--- config.mk ---
export PLATFORM = sky130hd
export DESIGN_NAME = dmem_access_ctrl
export DESIGN_NICKNAME = d
export VERILOG_FILES = /design/src/rtl/dmem_access_ctrl.sv
export SDC_FILE = /design/constraint.sdc
export NUM_CORES = 1
export LEC_CHECK = 0
export ABC_CLOCK_PERIOD_IN_PS = 4800
export CAP_MARGIN = 20
export CORE_MARGIN = 5
export CORE_UTILIZATION = 35
export CTS_CLUSTER_DIAMETER = 200
export DETAILED_ROUTE_END_ITERATION = 10
export PLACE_DENSITY = 0.75
export SLEW_MARGIN = 20
export SYNTH_ARGS = -nofsm -noshare
export SYNTH_HDL_FRONTEND = slang
export SYNTH_SLANG_ARGS = --single-unit
export TNS_END_PERCENT = 10
--- constraint.sdc ---
create_clock -name clk -period 4.8 [get_ports clk]
set_clock_uncertainty 0.05 [all_clocks]
set_input_delay 1.44 -clock clk [delete_from_list [all_inputs] [get_ports clk]]
set_output_delay 1.44 -clock clk [all_outputs]
set_load 0.01 [all_outputs]
--- src/rtl/dmem_access_ctrl.sv ---
// Data-memory access controller: sequences MEM-stage loads/stores onto a single-port
// synchronous RAM, with load extension, read-modify-write sub-word stores and rejection of illegal requests.
module dmem_access_ctrl #(
  parameter int ADDR_W = 32,
  parameter int RAM_AW = 12
) (
  input  logic              clk,
  input  logic              arst_n,
  input  logic              req_valid_i,
  output logic              req_ready_o,
  input  logic              req_we_i,
  input  logic [2:0]        req_funct3_i,
  input  logic [ADDR_W-1:0] req_addr_i,
  input  logic [31:0]       req_wdata_i,
  output logic              resp_valid_o,
  output logic [31:0]       resp_rdata_o,
  output logic              err_misalign_o,
  output logic              stall_o,
  output logic              ram_en_o,
  output logic              ram_we_o,
  output logic [RAM_AW-1:0] ram_addr_o,
  output logic [31:0]       ram_wdata_o,
  input  logic [31:0]       ram_rdata_i,
  output logic [2:0]        dbg_state_o
);

  // Handshake: a request transfers on a rising edge where req_valid_i & req_ready_o;
  // req_ready_o is high only in IDLE and the requester need not hold anything afterwards.

  typedef enum logic [2:0] {
    S_IDLE  = 3'd0,
    S_RD    = 3'd1,
    S_RDATA = 3'd2,
    S_WR    = 3'd3,
    S_ERR   = 3'd4
  } state_e;

  state_e              state_q;
  logic                we_q;
  logic [2:0]          funct3_q;
  logic [RAM_AW+1:0]   addr_q;
  logic [31:0]         wdata_q;

  logic                misalign;
  logic                bad_funct;
  logic                illegal;
  logic [31:0]         lane_shift;
  logic [7:0]          lane_b;
  logic [15:0]         lane_h;
  logic [31:0]         load_ext;
  logic [31:0]         merged;
  logic                unused_addr_bits;

  // Only the word-address window of the byte address reaches the RAM.
  assign unused_addr_bits = ^req_addr_i[ADDR_W-1:RAM_AW+2];

  // Request legality, evaluated on the live request inputs.
  always_comb begin
    misalign  = 1'b0;
    bad_funct = 1'b0;
    case (req_funct3_i[1:0])
      2'b01:   misalign = req_addr_i[0];
      2'b10:   misalign = |req_addr_i[1:0];
      default: misalign = 1'b0;
    endcase
    if (req_we_i) begin
      bad_funct = (req_funct3_i > 3'b010);
    end else begin
      bad_funct = (req_funct3_i == 3'b011) || (req_funct3_i[2:1] == 2'b11);
    end
    illegal = bad_funct | misalign;
  end

  // Lane extraction and extension of the word read back from the RAM.
  always_comb begin
    lane_shift = ram_rdata_i >> {addr_q[1:0], 3'b000};
    lane_b     = lane_shift[7:0];
    lane_h     = addr_q[1] ? ram_rdata_i[31:16] : ram_rdata_i[15:0];
    load_ext   = ram_rdata_i;
    case (funct3_q[1:0])
      2'b00:   load_ext = {{24{lane_b[7] & ~funct3_q[2]}}, lane_b};
      2'b01:   load_ext = {{16{lane_h[15] & ~funct3_q[2]}}, lane_h};
      default: load_ext = ram_rdata_i;
    endcase
  end

  always_comb begin
    merged = ram_rdata_i;
    if (funct3_q[0]) begin
      merged[{addr_q[1], 4'b0000} +: 16] = wdata_q[15:0];
    end else begin
      merged[{addr_q[1:0], 3'b000} +: 8] = wdata_q[7:0];
    end
  end

  always_ff @(posedge clk or negedge arst_n) begin
    if (!arst_n) begin
      state_q  <= S_IDLE;
      we_q     <= 1'b0;
      funct3_q <= 3'b000;
      addr_q   <= '0;
      wdata_q  <= 32'h0;
    end else begin
      case (state_q)
        S_IDLE: begin
          if (req_valid_i) begin
            we_q     <= req_we_i;
            funct3_q <= req_funct3_i;
            addr_q   <= req_addr_i[RAM_AW+1:0];
            wdata_q  <= req_wdata_i;
            if (illegal) begin
              state_q <= S_ERR;
            end else if (req_we_i && req_funct3_i == 3'b010) begin
              state_q <= S_WR;
            end else begin
              state_q <= S_RD;
            end
          end
        end
        S_RD: state_q <= S_RDATA;
        S_RDATA: begin
          if (we_q) begin
            // The merged word replaces the store data so WR always drives wdata_q.
            wdata_q <= merged;
            state_q <= S_WR;
          end else begin
            state_q <= S_IDLE;
          end
        end
        S_WR:    state_q <= S_IDLE;
        S_ERR:   state_q <= S_IDLE;
        default: state_q <= S_IDLE;
      endcase
    end
  end

  always_comb begin
    req_ready_o    = (state_q == S_IDLE);
    ram_en_o       = (state_q == S_RD) || (state_q == S_WR);
    ram_we_o       = (state_q == S_WR);
    ram_addr_o     = ram_en_o ? addr_q[RAM_AW+1:2] : '0;
    ram_wdata_o    = ram_we_o ? wdata_q : 32'h0;
    err_misalign_o = (state_q == S_ERR);
    resp_valid_o   = ((state_q == S_RDATA) && !we_q) || (state_q == S_WR) || (state_q == S_ERR);
    resp_rdata_o   = ((state_q == S_RDATA) && !we_q) ? load_ext : 32'h0;
    stall_o        = (state_q == S_IDLE) ? req_valid_i : !resp_valid_o;
    dbg_state_o    = state_q;
  end

endmodule

* After elaboration in Yosys (flattened, before gate mapping)
Index checks and enable logic that the tools add are counted.
Operators by class: equal/unequal tests 12, add/sub/neg operators 2, multiply operators 0, multiplexer cells 19, bitwise logic cells 4, $lt $le $gt $ge 1, shift operators 5, div/mod/pow operators 0, reduce and logical (&&, ||, !) cells 14
Operators by type and width (count):
- 2-to-1 mux 32 bit | 5
- one-hot mux 32 bit (2 select lines) | 2
- bitwise mux 32 bit | 2
- variable shift 16 x 7 -> 32 bit (first input constant) | 1
- variable shift 8 x 7 -> 32 bit (first input constant) | 1
- variable part select 16 x 7 -> 32 bit | 1
- variable part select 8 x 7 -> 32 bit | 1
- right shift 32 x 5 -> 8 bit | 1
- 2-to-1 mux 16 bit | 1
- negation 5 -> 7 bit | 2
- equality test 3 x 2 -> 1 bit (second input constant) | 4
- 2-to-1 mux 12 bit | 1
- one-hot mux 3 bit (3 select lines) | 1
- 2-to-1 mux 3 bit | 2
- equality test 2 x 1 -> 1 bit (second input constant) | 2
- equality test 2 bit (second input constant) | 2
- logical OR 1 bit | 4
- 2-to-1 mux 2 bit | 2
- != test 2 bit (second input constant) | 2
- equality test 3 x 1 -> 1 bit (second input constant) | 1
- equality test 3 bit (second input constant) | 1
- > comparator 3 x 2 -> 1 bit (second input constant) | 1
- logical NOT 3 bit | 1
- AND reduction 3 bit | 1
- other kinds (11) | 15
Word-level totals: output and inout port bits 85, flip-flop bits (word level) 53, latch bits 0, ROM bits 0, memories 0, logic and storage cells 62, input bits 103, RAM bits 0

* Logic depth before layout (Yosys ltp)
Gate-level depths: netlist (run 1).
depth in word-level cells 7, mapped depth 8, gate-level depth less buffers 6

* Least setup slack after synthesis (run 1)
OpenSTA, ideal clock, no wires.
path kind input -> output, start point in ram_rdata_i[31], end point out resp_rdata_o[20], cell stages on the path 5, arrival time 2567 ps, buffers on the path 1, path slack 743 ps, required time 3310 ps, cells stage by stage mux4_2 and2_1 o21ai_2 buf_6 nand2_1
On the way: word-level cells in the longest chain between the ends 4, elaborated cells between the ends (all ways) 6, classes of those cells shift: 1; mux: 3; bitwise: 2
RTL lines:
- start: declaration | RTL line 23 | input logic [31:0] ram_rdata_i,
- right shift 32 x 5 -> 8 bit / 2-to-1 mux 16 bit (equally long branches) | RTL line 76, 78
- AND 1 bit (on tied branches) | RTL line 81, 82
- one-hot mux 32 bit (2 select lines) * | RTL line 80 | case (funct3_q[1:0])
- 2-to-1 mux 32 bit * | RTL line 145 | resp_rdata_o = ((state_q == S_RDATA) && !we_q) ? load_ext : 32'h0;
- end: declaration | RTL line 16 | output logic [31:0] resp_rdata_o,
Mark *: on every way between the ends. The rest lies on a longest branch, timed or not.

* Final worst setup path (run 1)
start point in ram_rdata_i[7], end point out resp_rdata_o[16]
On the way: word-level cells in the longest chain between the ends 4
RTL lines:
- right shift 32 x 5 -> 8 bit | RTL line 76 | lane_shift = ram_rdata_i >> {addr_q[1:0], 3'b000};
- AND 1 bit | RTL line 81 | 2'b00: load_ext = {{24{lane_b[7] & ~funct3_q[2]}}, lane_b};
- one-hot mux 32 bit (2 select lines) | RTL line 80
- 2-to-1 mux 32 bit | RTL line 145
Every way passes these cells.

==> results of run 1 <==
## area by class of cell
class | count | area, µm²
clock buffer | 5 | 125
fill | 1073 | 5190
multi-input combinational | 379 | 2550
sequential | 53 | 1330
timing repair buffer | 202 | 1960
tap | 143 | 179
inverter | 10 | 37.5
clock inverter | 3 | 46.3
## Yosys cell counts, types with 6 or more instances
cell type | instances | share of area, %
clkbuf_1 | 25 | 2.3
a22oi_1 | 16 | 2.9
a21oi_1 | 49 | 6.0
a22o_1 | 8 | 1.7
and3_1 | 32 | 4.9
nor2_1 | 33 | 3.0
mux2i_1 | 18 | 4.4
inv_1 | 9 | 0.83
buf_2 | 6 | 0.74
nand2_1 | 81 | 7.5
ha_1 | 8 | 2.5
and2_1 | 15 | 2.3
o21ai_0 | 24 | 2.9
a222oi_1 | 7 | 1.7
a221o_1 | 16 | 3.9
mux2_2 | 7 | 1.9
a221oi_1 | 8 | 1.7
nor3_1 | 8 | 0.98
o221a_2 | 8 | 2.2
dfrtp_1 | 53 | 33
mux2_4 | 8 | 2.9
## cells by family after synthesis
family / share of synthesized area, %
muxes: 9.86
AOI/OAI and AO/OA: 25.4
buffers and inverters: 6.08
DFF: 32.6
and+or+nand+nor: 23.6
adders and majority gates: 2.46
## state kept, by name, indices dropped and copies added, names as in the netlist
signal,count
wdata_q,32
addr_q,14
dbg_state_o,3
funct3_q,3
we_q,1
## worst register-to-register path: cells and delay by family (launching register included)
family	cells	cell delay (ns)
buffers and inverters	1	0.50
AOI/OAI and AO/OA	2	0.62
and+or+nand+nor	1	0.31
DFF	1	0.74
muxes	1	0.35
## placed cells by master (no fill, tap or decap), types with 9 or more instances in the layout
cell,n
and3_1,32
a22oi_1,16
o21ai_0,24
clkdlybuf4s15_1,15
dlygate4sd2_1,9
and2_1,14
inv_1,9
nor2_1,33
a221o_1,16
nand2_1,81
dfrtp_1,53
buf_4,31
clkdlybuf4s50_1,141
mux2i_1,18
a21oi_1,49
## path summary, 6_finish.rpt
path / to / depth (start not counted) / slack [ns]
max in group asynchronous: wdata_q[22]$_DFFE_PN0P_ / 2 / 3.02
worst min register to register: addr_q[5]$_DFFE_PN0P_ / 2 / 0.42
worst min-delay path: addr_q[5]$_DFFE_PN0P_ / 2 / 0.42
worst max-delay path: resp_rdata_o[16] / 7 / 0.03
worst max register to register: wdata_q[2]$_DFFE_PN0P_ / 5 / 2.12
min in group asynchronous: funct3_q[2]$_DFFE_PN0P_ / 2 / 1.20
## per-stage QoR
step / power [W] / std cells
floorplan: 0.00217 / 483
global placement: 0.00280 / 784
detailed placement: 0.00284 / 784
CTS: 0.00326 / 794
global route: 0.00355 / 795
finish: 0.00331 / 795
## report_power, final
group	leakage [nW]	total, W	switching (W)	internal (W)
Combinational	2.09	0.00193	0.00101	0.000924
Clock	0.0800	0.000422	0.000175	0.000247
Sequential	0.622	0.000955	0.000285	0.000669
## timing repair
action,in CTS,in global routing
pin swaps,1,3
resized for setup,25,22
hold buffers,0,0
endpoints found under the hold margin,0,0
gates cloned,0,1
buffers inserted,2,0
setup endpoints to repair,24,23
## metal layers
layer | global-route usage, % | share of wire [%] | wire, µm | vias to the layer above
met5 | 0 | 0 | 0 | -
met4 | 5.59 | 1.7 | 266 | 0
met3 | 4.13 | 6.9 | 1060 | 16
met2 | 34.5 | 48 | 7480 | 208
met1 | 28.8 | 43 | 6640 | 2150
li1 | - | - | - | 2113
==> results.toml, run 1 <==
[routing]
ant_nets = 0
detail_route.wl_per_cell_um = 19.4
viasPerCell = 5.64
drt-total-wl_um = 15400
drt-initial-drc-count = 323
vias = 4487
dr.pass1.iters = 6
drc = 0

[run_status]
status = "complete, no violations"

[placement]
numPortBuffers = 169
place_area_um2 = 5980
dpl_worst_slack_ns = -0.300
dp.final_hpwl_um = 11700
place_congestion = 0.869

[finish]
utilization_pct = 54.5
drive_gt1_share_pct = 12.6
layout.nets = 762
area_growth_pct = 52.9
antenna_cells = 0
fin_area_um2 = 6230

[timing]
max_freq_ghz = 0.210
period_minus_slack_ns = 4.77
tightest_slew_ns = 0.788
setup_viol = 0
timing.final.crit_share_pct = 99.3
rsz0062_at_grt = "false"
hold_viol_final = 0
slew_viol_final = 0
tns_ns = 0
slew_headroom_pct = 47.0
whs_ns = 0.416
finalWorstSetupSlack_ns = 0.0339

[floorplanning]
io-pin-count = 188
die_h_um = 118
start_util_pct = 35.7
coreArea_um2 = 11400
rows = 39
die_w_um = 118
die_area_um2 = 13900

[yosys]
ys_seq_elements = 53
synth_edf_count = 0
yosysSeqAreaShare_pct = 32.6
netlist_instances = 483
synth.distinct_cells = 49
synth-main-ff-cell = "dfrtp_1"
syn_area_um2 = 4070
async_reset_ff_share_pct = 100
synthesis.nets = 594
yosysWarnings = 0
synth.avg_cell_area_um2 = 8.43

[global_route]
grt.total_usage_pct = 21.2
overflow = 0
grt_pass1_vias = 4297
grt_max_degree = 54
antenna_found_initial = 0
grt_pass1_wl_um = 24000

[setup_path]
critical_path.max_fanout = 8
setup.worst_path.end_class = "output port"
start_kind = "primary input"
cp_top_family = "buffers and inverters"
arrival_ns = 3.28
setup.worst_path.start = "ram_rdata_i[7]"
crit_type = "in -> out"
slowest_stage = "mux4_2"
cp_cell_sequence = "clkdlybuf4s50_1 > mux4_2 > and2_4 > o21ai_4 > buf_12 > nand2_1 > dlygate4sd2_1"
crit_buf_inv = 3
cp_data_required_time_ns = 3.31
max_stage_delay_ns = 0.52
timing.rr.start = "funct3_q[0]$_DFFE_PN0P_"

[clock_network]
cts.sinks = 53
cts_buffer_depth = 2
cts.clk_slew.worst_paths_ns = 0.07
clock_latency_ns = 0.30
cts_buffers = 5
cts_root_buf = "clkbuf_16"
cts_tree = "done"
htree_levels = 2

[power]
peakVddDrop_uv = 232
power.density_nw_per_um2 = 532
leakagePower_nw = 2.79

[min_path]
hp-start = "addr_q[5]$_DFFE_PN0P_"
hold_class = "reg -> reg"

[job]
cap_violations = 0
Power figures use the tool's default switching activity.
==> inputs of run 2 (changes only) <==
CORE_UTILIZATION = 40   (was 35)
PLACE_DENSITY = 0.83   (was 0.75)
==> results.toml, run 2 (same netlist as run 1, synthesis figures left out) <==
[finish]
final_common_cell = "clkdlybuf4s50_1"
area_growth_pct = 50.2
fin_cells = 784
drive_gt1_share_pct = 12.4
fillers = 853
regMostFlops = "wdata_q"
layout.nets = 761
utilization_pct = 62.0
final_cell_mix = "140 x clkdlybuf4s50_1, 81 x nand2_1, 53 x dfrtp_1"
reg_top3 = "wdata_q: 32 flops, addr_q: 14 flops"
fin_area_um2 = 6120
antenna_cells = 0
largest_reg_flops = 32

[setup_path]
max_stage_delay_ns = 0.52
arrival_ns = 3.12
cp_top_family = "buffers and inverters"
start_kind = "primary input"
cp_cell_sequence = "clkdlybuf4s50_1 > mux2_2 > a222oi_1 > nor2_1 > clkdlybuf4s50_1"
setup.worst_path.end_class = "output port"
critical_path.max_fanout = 2
cp_data_required_time_ns = 3.31
r2r_end = "wdata_q[5]$_DFFE_PN0P_"
crit_type = "in -> out"
reg2reg_depth = 5
rrSetupSlack_ns = 2.16
slowest_stage = "clkdlybuf4s50_1"
crit_buf_inv = 2
path_common_cell = "clkdlybuf4s50_1"
timing.rr.start = "funct3_q[0]$_DFFE_PN0P_"

[routing]
drt-total-wl_um = 14800
dr.pass1.iters = 8
detail_route.wl_per_cell_um = 18.9
drt-initial-drc-count = 319
vias = 4437
viasPerCell = 5.66
ant_nets = 0
drc = 0

[min_path]
hold_class = "reg -> reg"
whs_endpoint = "addr_q[13]$_DFFE_PN0P_"
hp-start = "addr_q[13]$_DFFE_PN0P_"
holdPathStages = 2

[power]
peakVddDrop_uv = 282
switchingPower_w = 0.00145
power_w = 0.00314
switching_share_pct = 46.1
clkPwrFrac_pct = 8.8
internal_power_w = 0.00169
pwr-share-seq_pct = 29.8
power.density_nw_per_um2 = 513
comb_power_share_pct = 61.3
leakagePower_nw = 2.82

[clock_network]
cts.sinks = 53
cts.clk_slew.worst_paths_ns = 0.11
cts_buffer_depth = 2
cts_root_buf = "clkbuf_8"
cts_tree = "done"
clock_latency_ns = 0.31
cts_buffers = 5
htree_levels = 2

[global_route]
grt.total_usage_pct = 22.7
antenna_found_initial = 0
grt_max_degree = 54
grt_pass1_wl_um = 23100
grt_pass1_vias = 4263
top_usage_layer = "met2"
gr-usage-met3_pct = 4.31
use_met2_pct = 36.6
overflow = 0
gr-usage-met1_pct = 31.0

[timing]
tns_ns = 0
timing.final.crit_share_pct = 96.0
max_freq_ghz = 0.217
setup_viol = 0
period_minus_slack_ns = 4.61
rsz0062_at_grt = "false"
slew_headroom_pct = 40.5
hold_viol_final = 0
slew_viol_final = 0
tightest_slew_ns = 0.886

[floorplanning]
die_w_um = 111
start_util_pct = 41.3
rows = 36
die_h_um = 111
die_area_um2 = 12300
coreArea_um2 = 9860
io-pin-count = 188

[placement]
numPortBuffers = 169
place_area_um2 = 5960
place_inst = 773
place_congestion = 0.865
dp.final_hpwl_um = 11400

[job]
cap_violations = 0

[run_status]
status = "complete, no violations"
-- run 2: cell count changes in the layout (fill, tap and decap cells not counted) --
cell and change:
inv_8 +1, clkbuf_8 +5, clkdlybuf4s15_1 -15, clkdlybuf4s50_1 -1, dlygate4sd2_1 +15, clkinvlp_4 -1, clkbuf_16 -5, bufinv_16 -1
buf_4 -1, dlymetal6s2s_1 +1, inv_6 +1
-- run 2: power by group through the flow --
stage,sequential [W],combinational [W],clock (W)
after floorplan,0.000810,0.00136,0
after global placement,0.000928,0.00185,0
after detailed placement,0.000942,0.00189,0
after CTS,0.000934,0.00190,0.000279
after global routing,0.000968,0.00209,0.000297
final,0.000937,0.00193,0.000277
-- run 2: per-stage QoR --
| stage | setup WS, ns | hold WS (ns) |
|---|---|---|
| after floorplan | 0.743 | 0.387 |
| after global placement | -0.220 | 0.402 |
| after detailed placement | -0.252 | 0.404 |
| after CTS | 0.00562 | 0.432 |
| after global routing | 0.112 | 0.454 |
| final | 0.191 | 0.427 |
-- run 2: how the worst max path moves through the flow --
stage,startpoint,cells past startpoint,to
2_1_floorplan,ram_rdata_i[31],5,resp_rdata_o[20]
4_1_cts,ram_rdata_i[23],7,resp_rdata_o[27]
3_5_place_dp,ram_rdata_i[23],6,resp_rdata_o[14]
5_1_grt,ram_rdata_i[14],5,resp_rdata_o[6]
3_3_place_gp,ram_rdata_i[23],6,resp_rdata_o[13]
6_report,ram_rdata_i[14],5,resp_rdata_o[6]
-- run 2: area by class of cell --
| cell class | instances | area, µm² | share of cell area (%) |
|---|---|---|---|
| Multi-Input combinational cell | 379 | 2550 | 41.7 |
| Timing Repair Buffer | 201 | 1940 | 31.7 |
| Sequential cell | 53 | 1330 | 21.7 |
| Tap cell | 133 | 166 | 2.72 |
| Clock buffer | 5 | 68.8 | 1.12 |
| Inverter | 10 | 37.5 | 0.614 |
| Clock inverter | 3 | 28.8 | 0.470 |
-- run 2: what timing repair did --
action / 4_1_cts / 5_1_grt
gates resized for setup: 26 / 7
gates cloned: 0 / 1
endpoints found under the setup margin: 25 / 22
buffers inserted: 2 / 0
hold buffers: 0 / 0
pin swaps: 0 / 1
-- run 2: worst register-to-register path: cells and delay by family, from the launching register on --
kind            cells  cell delay (ns)
simple gates        1             0.32
flops               1             0.71
mux                 1             0.35
compound gates      2             0.61
buf+inv             1             0.49
-- run 2: layer usage --
layer	up-vias	wire length [µm]	part of all wire, %
li1	2112	-	-
met1	2086	6560	44
met2	221	6810	46
met3	18	1080	7.3
met4	0	356	2.4
met5	-	0	0
==> inputs of run 3 (changes only) <==
ABC_CLOCK_PERIOD_IN_PS = 4200   (was 4800)
CORE_UTILIZATION = 38   (was 40)
clock period = 4.2 ns   (was 4.8 ns; I/O delays follow)
==> results.toml, run 3 (same netlist as run 1, synthesis figures left out) <==
[timing]
max_freq_ghz = 0.239
tightest_slew_ns = 0.815
finalWorstSetupSlack_ns = 0.00774
slew_headroom_pct = 45.7
setup_viol = 0
hold_viol_final = 0
timing.final.crit_share_pct = 99.8
period_minus_slack_ns = 4.19
tns_ns = 0
slew_viol_final = 0
rsz0062_at_grt = "true"

[floorplanning]
die_h_um = 114
die_area_um2 = 12900
coreArea_um2 = 10400
die_w_um = 114
io-pin-count = 188
rows = 37
start_util_pct = 39.3

[clock_network]
clock_latency_ns = 0.32
cts_buffer_depth = 2
cts_tree = "done"
cts_root_buf = "clkbuf_8"
cts.clk_slew.worst_paths_ns = 0.10
cts_buffers = 5
htree_levels = 2
cts_hold_buf = 0
cts.sinks = 53

[setup_path]
arrival_ns = 2.88
cp_data_required_time_ns = 2.89
setup.worst_path.end_class = "output port"
critical_path.max_fanout = 2
start_kind = "primary input"
crit_type = "in -> out"

[global_route]
antenna_found_initial = 0
grt_pass1_vias = 4532
overflow = 0
grt_pass1_wl_um = 23700
grt_max_degree = 47
grt.total_usage_pct = 22.9

[finish]
regMostFlops = "wdata_q"
antenna_cells = 0
largest_reg_flops = 32
reg_top3 = "wdata_q: 32 flops, addr_q: 14 flops"
layout.nets = 765
final_common_cell = "clkdlybuf4s50_1"
area_growth_pct = 48.9
final_cell_mix = "133 x clkdlybuf4s50_1, 81 x nand2_1, 53 x dfrtp_1"
fin_area_um2 = 6060
drive_gt1_share_pct = 17.3

[routing]
vias = 4473
viasPerCell = 5.65
ant_nets = 0
detail_route.wl_per_cell_um = 19.3
drt-initial-drc-count = 345
drt-total-wl_um = 15300
drc = 0
dr.pass1.iters = 5

[placement]
place_area_um2 = 5990
numPortBuffers = 169
place_congestion = 0.958
dpl_worst_slack_ns = -0.452
dp.final_hpwl_um = 11800

[power]
power.density_nw_per_um2 = 600
leakagePower_nw = 2.78
power_w = 0.00364
peakVddDrop_uv = 277

[run_status]
status = "complete, no violations"

[min_path]
hold_class = "reg -> reg"

[job]
cap_violations = 0
-- run 3: cell types whose count changed in the layout (fill, tap and decap cells not counted), sizes merged, moves of 2 or more --
cell           before  now
clkbuf              6   22
dlygate4sd2        24   10
buf                32   44
clkdlybuf4s50     140  133
dlymetal6s2s        4    1
clkinvlp            0    2
-- run 3: path summary, 6_finish.rpt --
check | start | endpoint | slack (ns) | cells after the start
min in group asynchronous | arst_n | dbg_state_o[1]$_DFFE_PN0N_ | 0.96 | 1
worst max-delay path | ram_rdata_i[24] | resp_rdata_o[0] | 0.008 | 5
worst min register to register | addr_q[5]$_DFFE_PN0P_ | addr_q[5]$_DFFE_PN0P_ | 0.43 | 2
worst min-delay path | addr_q[5]$_DFFE_PN0P_ | addr_q[5]$_DFFE_PN0P_ | 0.43 | 2
worst max register to register | addr_q[1]$_DFFE_PN0P_ | wdata_q[26]$_DFFE_PN0P_ | 1.44 | 6
max in group asynchronous | arst_n | wdata_q[9]$_DFFE_PN0P_ | 2.35 | 2
-- run 3: report_power, final --
| group | internal [W] | total (W) | switching (W) |
|---|---|---|---|
| sequential | 0.000763 | 0.00109 | 0.000329 |
| clock | 0.000122 | 0.000307 | 0.000185 |
| combinational | 0.00107 | 0.00224 | 0.00118 |
| total | 0.00195 | 0.00364 | 0.00169 |
-- run 3: stage by stage --
| step | hold WS, ns | utilization [%] | instances |
|---|---|---|---|
| floorplan | 0.387 | - | 483 |
| finish | 0.426 | 58.5 | 791 |
| global placement | 0.403 | 57.7 | 779 |
| global route | 0.452 | 58.5 | 791 |
| CTS | 0.431 | 58.4 | 790 |
| detailed placement | 0.405 | 57.7 | 779 |
-- run 3: metal layers --
layer	GRT usage (%)	part of all wire, %	up-vias
li1	-	-	2109
met1	29.4	41	2096
met2	38.2	48	237
met3	4.88	8.2	31
met4	8.01	2.9	0
met5	0	0	-
-- run 3: final cells by class --
class	instances	area, µm²
fill	937	4310
multi-input combinational	379	2570
timing repair buffer	205	1870
sequential	53	1330
tap	136	170
clock buffer	5	68.8
inverter	10	37.5
clock inverter	3	26.3
-- run 3: timing repair --
action / 4_1_cts / 5_1_grt
endpoints found under the setup margin: 31 / 24
cloned: 0 / 1
resized for setup: 62 / 41
pin swaps: 3 / 2
buffers inserted: 3 / 0
-- run 3: critical path: stages --
cell,delay [ns]
clkdlybuf4s50_1,0.43
mux2_2,0.30
a222oi_1,0.32
nor2_1,0.08
clkdlybuf4s50_1,0.50
